==> src/rtl/mc_pkg.sv <==
// Shared encodings for the multi-cycle control unit: ALU op codes, FSM states,
// RV32I opcodes and datapath mux selects.
package mc_pkg;

    localparam logic [3:0] ALU_AND  = 4'd0;
    localparam logic [3:0] ALU_OR   = 4'd1;
    localparam logic [3:0] ALU_ADD  = 4'd2;
    localparam logic [3:0] ALU_XOR  = 4'd3;
    localparam logic [3:0] ALU_NOR  = 4'd4;
    localparam logic [3:0] ALU_SRL  = 4'd5;
    localparam logic [3:0] ALU_SUB  = 4'd6;
    localparam logic [3:0] ALU_SLTU = 4'd7;
    localparam logic [3:0] ALU_SLT  = 4'd9;
    localparam logic [3:0] ALU_SLL  = 4'd14;
    localparam logic [3:0] ALU_SRA  = 4'd15;

    typedef enum logic [3:0] {
        S_FETCH    = 4'd0,
        S_DECODE   = 4'd1,
        S_EXE_R    = 4'd2,
        S_EXE_I    = 4'd3,
        S_ALU_WB   = 4'd4,
        S_MEM_ADDR = 4'd5,
        S_MEM_RD   = 4'd6,
        S_LD_WB    = 4'd7,
        S_MEM_WR   = 4'd8,
        S_BRANCH   = 4'd9,
        S_JAL      = 4'd10,
        S_ILLEGAL  = 4'd11
    } state_t;

    localparam logic [6:0] OP_R      = 7'b0110011;
    localparam logic [6:0] OP_I      = 7'b0010011;
    localparam logic [6:0] OP_LOAD   = 7'b0000011;
    localparam logic [6:0] OP_STORE  = 7'b0100011;
    localparam logic [6:0] OP_BRANCH = 7'b1100011;
    localparam logic [6:0] OP_JAL    = 7'b1101111;

    localparam logic [6:0] F7_BASE = 7'b0000000;
    localparam logic [6:0] F7_ALT  = 7'b0100000;

    localparam logic [1:0] SRC_A_PC    = 2'd0;
    localparam logic [1:0] SRC_A_OLDPC = 2'd1;
    localparam logic [1:0] SRC_A_RS1   = 2'd2;

    localparam logic [1:0] SRC_B_RS2  = 2'd0;
    localparam logic [1:0] SRC_B_FOUR = 2'd1;
    localparam logic [1:0] SRC_B_IMM  = 2'd2;

    localparam logic [1:0] WB_ALUOUT = 2'd0;
    localparam logic [1:0] WB_MDR    = 2'd1;
    localparam logic [1:0] WB_PC     = 2'd2;

endpackage

==> src/rtl/mc_ctrl_alu_op_decode.sv <==
// Maps (opcode, funct3, funct7) to the ALU op code; shared by the R-type,
// I-type and branch execute states.
module alu_op_decode
    import mc_pkg::*;
(
    input  logic [6:0] opcode,
    input  logic [2:0] funct3,
    input  logic [6:0] funct7,
    output logic [3:0] alu_op,
    output logic       funct_illegal
);

    always_comb begin
        // NOTE: every output gets a default before the case so no path can
        // leave it unassigned and infer a latch.
        alu_op        = ALU_ADD;
        funct_illegal = 1'b0;
        if (opcode == OP_BRANCH) begin
            case (funct3)
                3'b000, 3'b001: alu_op = ALU_SUB;
                3'b100, 3'b101: alu_op = ALU_SLT;
                3'b110, 3'b111: alu_op = ALU_SLTU;
                default:        funct_illegal = 1'b1;
            endcase
        end else if (opcode == OP_R || opcode == OP_I) begin
            case (funct3)
                3'b000:  alu_op = (opcode == OP_R && funct7 == F7_ALT) ? ALU_SUB : ALU_ADD;
                3'b001:  alu_op = ALU_SLL;
                3'b010:  alu_op = ALU_SLT;
                3'b011:  alu_op = ALU_SLTU;
                3'b100:  alu_op = ALU_XOR;
                3'b101:  alu_op = funct7[5] ? ALU_SRA : ALU_SRL;
                3'b110:  alu_op = ALU_OR;
                default: alu_op = ALU_AND;
            endcase
            // I-type funct7 bits are immediate, so only R-type is screened.
            if (opcode == OP_R && funct7 != F7_BASE && funct7 != F7_ALT)
                funct_illegal = 1'b1;
        end
    end

endmodule

==> src/rtl/mc_ctrl.sv <==
// Multi-cycle control FSM for the RV32I-subset CPU: one state per cycle,
// outputs decoded combinationally from state, inst and the memory handshake.
module mc_ctrl
    import mc_pkg::*;
(
    input  logic        clk,
    input  logic        rst,
    input  logic [31:0] inst,
    input  logic        zero,
    input  logic        mem_ack,
    output logic [3:0]  ALU_operation,
    output logic [1:0]  alu_src_a,
    output logic [1:0]  alu_src_b,
    output logic        mem_read,
    output logic        mem_write,
    output logic        iord,
    output logic        ir_write,
    output logic        pc_write,
    output logic        pc_src,
    output logic        reg_write,
    output logic [1:0]  wb_sel,
    output logic        illegal,
    output logic [3:0]  state
);

    state_t     state_q;
    state_t     state_n;
    logic       illegal_q;
    logic [3:0] dec_op;
    logic       dec_illegal;
    logic       taken;
    logic       unused_inst;

    assign unused_inst = ^{inst[24:15], inst[11:7]};

    alu_op_decode u_alu_op_decode (
        .opcode        (inst[6:0]),
        .funct3        (inst[14:12]),
        .funct7        (inst[31:25]),
        .alu_op        (dec_op),
        .funct_illegal (dec_illegal)
    );

    // SUB leaves zero set on equality; SLT/SLTU clear zero when less-than.
    always_comb begin
        case (inst[14:12])
            3'b000:         taken = zero;
            3'b001:         taken = ~zero;
            3'b100, 3'b110: taken = ~zero;
            3'b101, 3'b111: taken = zero;
            default:        taken = 1'b0;
        endcase
    end

    always_comb begin
        state_n       = state_q;
        ALU_operation = ALU_AND;
        alu_src_a     = SRC_A_PC;
        alu_src_b     = SRC_B_RS2;
        mem_read      = 1'b0;
        mem_write     = 1'b0;
        iord          = 1'b0;
        ir_write      = 1'b0;
        pc_write      = 1'b0;
        pc_src        = 1'b0;
        reg_write     = 1'b0;
        wb_sel        = WB_ALUOUT;
        case (state_q)
            S_FETCH: begin
                mem_read      = 1'b1;
                alu_src_a     = SRC_A_PC;
                alu_src_b     = SRC_B_FOUR;
                ALU_operation = ALU_ADD;
                if (mem_ack) begin
                    ir_write = 1'b1;
                    pc_write = 1'b1;
                    state_n  = S_DECODE;
                end
            end
            S_DECODE: begin
                alu_src_a     = SRC_A_OLDPC;
                alu_src_b     = SRC_B_IMM;
                ALU_operation = ALU_ADD;
                case (inst[6:0])
                    OP_R:               state_n = S_EXE_R;
                    OP_I:               state_n = S_EXE_I;
                    OP_LOAD, OP_STORE:  state_n = S_MEM_ADDR;
                    OP_BRANCH:          state_n = S_BRANCH;
                    OP_JAL:             state_n = S_JAL;
                    default:            state_n = S_ILLEGAL;
                endcase
            end
            S_EXE_R: begin
                alu_src_a     = SRC_A_RS1;
                alu_src_b     = SRC_B_RS2;
                ALU_operation = dec_op;
                state_n       = dec_illegal ? S_ILLEGAL : S_ALU_WB;
            end
            S_EXE_I: begin
                alu_src_a     = SRC_A_RS1;
                alu_src_b     = SRC_B_IMM;
                ALU_operation = dec_op;
                state_n       = S_ALU_WB;
            end
            S_ALU_WB: begin
                reg_write = 1'b1;
                wb_sel    = WB_ALUOUT;
                state_n   = S_FETCH;
            end
            S_MEM_ADDR: begin
                alu_src_a     = SRC_A_RS1;
                alu_src_b     = SRC_B_IMM;
                ALU_operation = ALU_ADD;
                state_n       = (inst[6:0] == OP_STORE) ? S_MEM_WR : S_MEM_RD;
            end
            S_MEM_RD: begin
                mem_read = 1'b1;
                iord     = 1'b1;
                if (mem_ack) state_n = S_LD_WB;
            end
            S_LD_WB: begin
                reg_write = 1'b1;
                wb_sel    = WB_MDR;
                state_n   = S_FETCH;
            end
            S_MEM_WR: begin
                mem_write = 1'b1;
                iord      = 1'b1;
                if (mem_ack) state_n = S_FETCH;
            end
            S_BRANCH: begin
                alu_src_a     = SRC_A_RS1;
                alu_src_b     = SRC_B_RS2;
                pc_src        = 1'b1;
                ALU_operation = dec_op;
                if (dec_illegal) begin
                    state_n = S_ILLEGAL;
                end else begin
                    pc_write = taken;
                    state_n  = S_FETCH;
                end
            end
            S_JAL: begin
                reg_write = 1'b1;
                wb_sel    = WB_PC;
                pc_write  = 1'b1;
                pc_src    = 1'b1;
                state_n   = S_FETCH;
            end
            S_ILLEGAL: state_n = S_ILLEGAL;
            default:   state_n = S_FETCH;
        endcase

        // Reset masks the strobes combinationally so they drop in the same
        // cycle rst rises, not one edge later.
        if (rst) begin
            ALU_operation = ALU_AND;
            alu_src_a     = SRC_A_PC;
            alu_src_b     = SRC_B_RS2;
            mem_read      = 1'b0;
            mem_write     = 1'b0;
            iord          = 1'b0;
            ir_write      = 1'b0;
            pc_write      = 1'b0;
            pc_src        = 1'b0;
            reg_write     = 1'b0;
            wb_sel        = WB_ALUOUT;
        end
    end

    always_ff @(posedge clk) begin
        // NOTE: state registers use non-blocking assignment so every flop
        // samples pre-edge values regardless of statement order.
        if (rst) begin
            state_q   <= S_FETCH;
            illegal_q <= 1'b0;
        end else begin
            state_q <= state_n;
            if (state_n == S_ILLEGAL) illegal_q <= 1'b1;
        end
    end

    assign state   = state_q;
    assign illegal = illegal_q;

endmodule

==> config.mk <==
export PLATFORM = sky130hd
export DESIGN_NAME = mc_ctrl
export DESIGN_NICKNAME = d
export VERILOG_FILES = /design/src/rtl/mc_pkg.sv /design/src/rtl/mc_ctrl_alu_op_decode.sv /design/src/rtl/mc_ctrl.sv
export SDC_FILE = /design/constraint.sdc
export NUM_CORES = 1
export LEC_CHECK = 0
export BUFFER_PORTS_ARGS = -buffer_cell sky130_fd_sc_hd__buf_4
export CAP_MARGIN = 10
export CORE_AREA = 2 2 52 54
export DETAILED_ROUTE_END_ITERATION = 8
export DIE_AREA = 0 0 54 56
export GPL_TIMING_DRIVEN = 1
export PLACE_DENSITY_LB_ADDON = 0.05
export RECOVER_POWER = 100
export SETUP_SLACK_MARGIN = 0.15
export SLEW_MARGIN = 10
export SYNTH_ARGS = -nofsm -noshare
export SYNTH_HDL_FRONTEND = slang
export SYNTH_SLANG_ARGS = --single-unit
==> constraint.sdc <==
create_clock -name clk -period 1.95 [get_ports clk]
set_clock_uncertainty 0.15 [all_clocks]
set_input_delay 0.195 -clock clk [delete_from_list [all_inputs] [get_ports clk]]
set_output_delay 0.195 -clock clk [all_outputs]
set_load 0.01 [all_outputs]
==> impl_metrics.yaml <==
status:
  outcome: "finished with violations"
  violations: "setup timing"
sta:
  fmax_mhz: 513
  rsz0062_at_grt: "true"
  final.hold.worst_slack_ns: 0.250
  setup_violations: 1
  setup_tns_ns: -0.000836
  final_max_slew_viol_count: 0
  worst_slack_ns: -0.000836
  max_slew.worst_pin.slew_ns: 0.430
  min_period_over_period: 1.00
  finalHoldViolCount: 0
  fin_crit_ns: 1.95
  max_slew_margin: 0.712
job:
  cap_viol_max_count: 0
route:
  dr.pass1.iters: 4
  drc_errors: 0
  wirelength_microns: 3530
  route.detailed.wl_per_inst_microns: 15.0
  drt_iter0_markers: 44
  avgViaCountPerCell: 5.67
  ant_nets: 0
  num_vias: 1332
clock_network:
  clk_pin_slew_worst_paths_ns: 0.04
  clockBufferDepth: 2
  clk_latency_ns: 0.24
  cts_root_buf: "clkbuf_4"
  tritoncts: "built"
  cts_sinks: 5
  cts_buffers: 3
  htreeDepth: 1
worst_setup_path:
  crit_buf_inv: 2
  worst_setup_path_start_kind: "flop"
  critical_path.top_delay_family: "simple AND/OR/NAND/NOR gates"
  path_class: "reg -> out"
  cp_max_fo: 8
  critical_path_arrival_ns: 1.61
  cp-end-kind: "output port"
  crit_chain: "buf_4 > nor2_1 > nand2_1 > a21oi_2 > a21oi_2 > nor4_2 > buf_4"
  cp.required_ns: 1.60
  critPathSlowestCell: "dfxtp_4"
  cpPeakStageDelay_ns: 0.36
global_routing:
  grt_usage: 0.225
  antenna_found_initial: 0
  grt_max_degree: 12
  gr-total-overflow: 0
  grt_pass1_vias: 1184
  grt_pass1_wl_microns: 5310
synthesis:
  synth_commonest_cells: "nor2_1, a21oi_1, nand2_1"
  ys_seq_area_frac: 0.108
  yosysMostFrequentCell: "nor2_1"
  synth_edf_count: 0
  yosysWarnings: 0
  synth.top_cell.area_share: 0.108
  ys_ff_latch: 5
  synth_area_sq_um: 923
  syn_avg_cell_area_sq_um: 6.89
  yosysTopAreaCell: "dfxtp_1"
  ys_types: 51
  synth_nets: 170
  synth-async-reset-ratio: 0
  ys.flop_type: "dfxtp_1"
  ys_top_cells_by_area: "dfxtp_1, a21oi_1, nor2_1, a2111oi_0, nand2b_1"
  syn_inst: 134
cells_and_area:
  diodes: 0
  fillers: 202
  area_growth_pct: 82.2
  final_layout_size_suffix_gt1_frac: 0.527
  layout.nets: 242
die:
  rows: 18
  start_util: 0.380
  die_w_microns: 54
  die-area_sq_um: 3020
  core-area_sq_um: 2430
  io_pins: 58
  die_h_microns: 56
power:
  leakage_nw: 0.759
  vdd_drop_max_uv: 959
  power.total_mw: 1.55
  p_per_area_nw_per_um2: 922
worst_hold_path:
  hold_class: "in -> reg"
place:
  gp_congestion: 0.924
  dp_slack_ns: 0.00978
  place_hpwl_microns: 2330
  io_buffers: 42
## placed cells by master (no fill, tap or decap), types with 4 or more instances in the layout
cell      count
a21oi_1      10
a21oi_2       4
buf_4        64
buf_6        11
inv_1         4
nand2_1       7
nand2b_1      4
nor2_1       11
## worst reg2reg max path, delay by kind of cell, from the launching register on
family	cells	cell delay (ns)
and+or+nand+nor	1	0.32
buffers and inverters	2	0.26
DFF	1	0.37
AOI/OAI and AO/OA	3	0.65
## state kept, by name (all words and copies together) (netlist names)
| signal | count |
|---|---|
| state | 4 |
| illegal | 1 |
## per-stage QoR
| step | utilization | instances | cell area (sq um) |
|---|---|---|---|
| 2_1_floorplan | - | 134 | 925 |
| 3_3_place_gp | 0.543 | 209 | 1320 |
| 3_5_place_dp | 0.543 | 209 | 1320 |
| 4_1_cts | 0.605 | 220 | 1470 |
| 5_1_grt | 0.692 | 235 | 1680 |
| 6_report | 0.692 | 235 | 1680 |
## layout make-up
type	count	area, sq um	area share
multi-input cells	114	866	0.514
repair buffers	76	608	0.361
flip-flops and latches	5	113	0.0669
well taps	30	37.5	0.0223
inverters	6	32.5	0.0193
clock buffers	4	26.3	0.0156
## routing by layer
| layer | GRT usage | share of wire | vias to the layer above |
|---|---|---|---|
| li1 | - | - | 654 |
| met1 | 0.290 | 0.44 | 630 |
| met2 | 0.390 | 0.50 | 44 |
| met3 | 0.0188 | 0.052 | 4 |
| met4 | 0.0536 | 0.0074 | 0 |
| met5 | 0 | 0 | - |
## kinds of logic after synthesis
group                     after synthesis  share of synthesized area
xor gates and xnor gates                4                     0.0379
muxes                                   2                     0.0230
DFF                                     5                      0.108
and+or+nand+nor                        65                      0.425
AOI/OAI and AO/OA                      43                      0.329
buffers and inverters                  15                     0.0759
## path summary, 6_finish.rpt
path,startpoint,end,slack (ns),cells after the start
setup / recovery,state[1],pc_write,-0.0008,7
hold / removal,mem_ack,state[0],0.25,3
setup reg to reg,state[1],state[2],0.08,6
hold reg to reg,illegal,illegal,0.34,1
## where the power goes
part           switching, mW  internal (mW)
Sequential            0.0481          0.146
Clock                 0.0402         0.0772
Combinational          0.609          0.630
Total                  0.698          0.854
## timing repair
item	4_1_cts	5_1_grt
setup endpoints to repair	14	17
pin swaps	9	16
hold buffers	0	0
buffers inserted	7	15
gates resized for setup	26	25
Power figures use the tool's default switching activity.
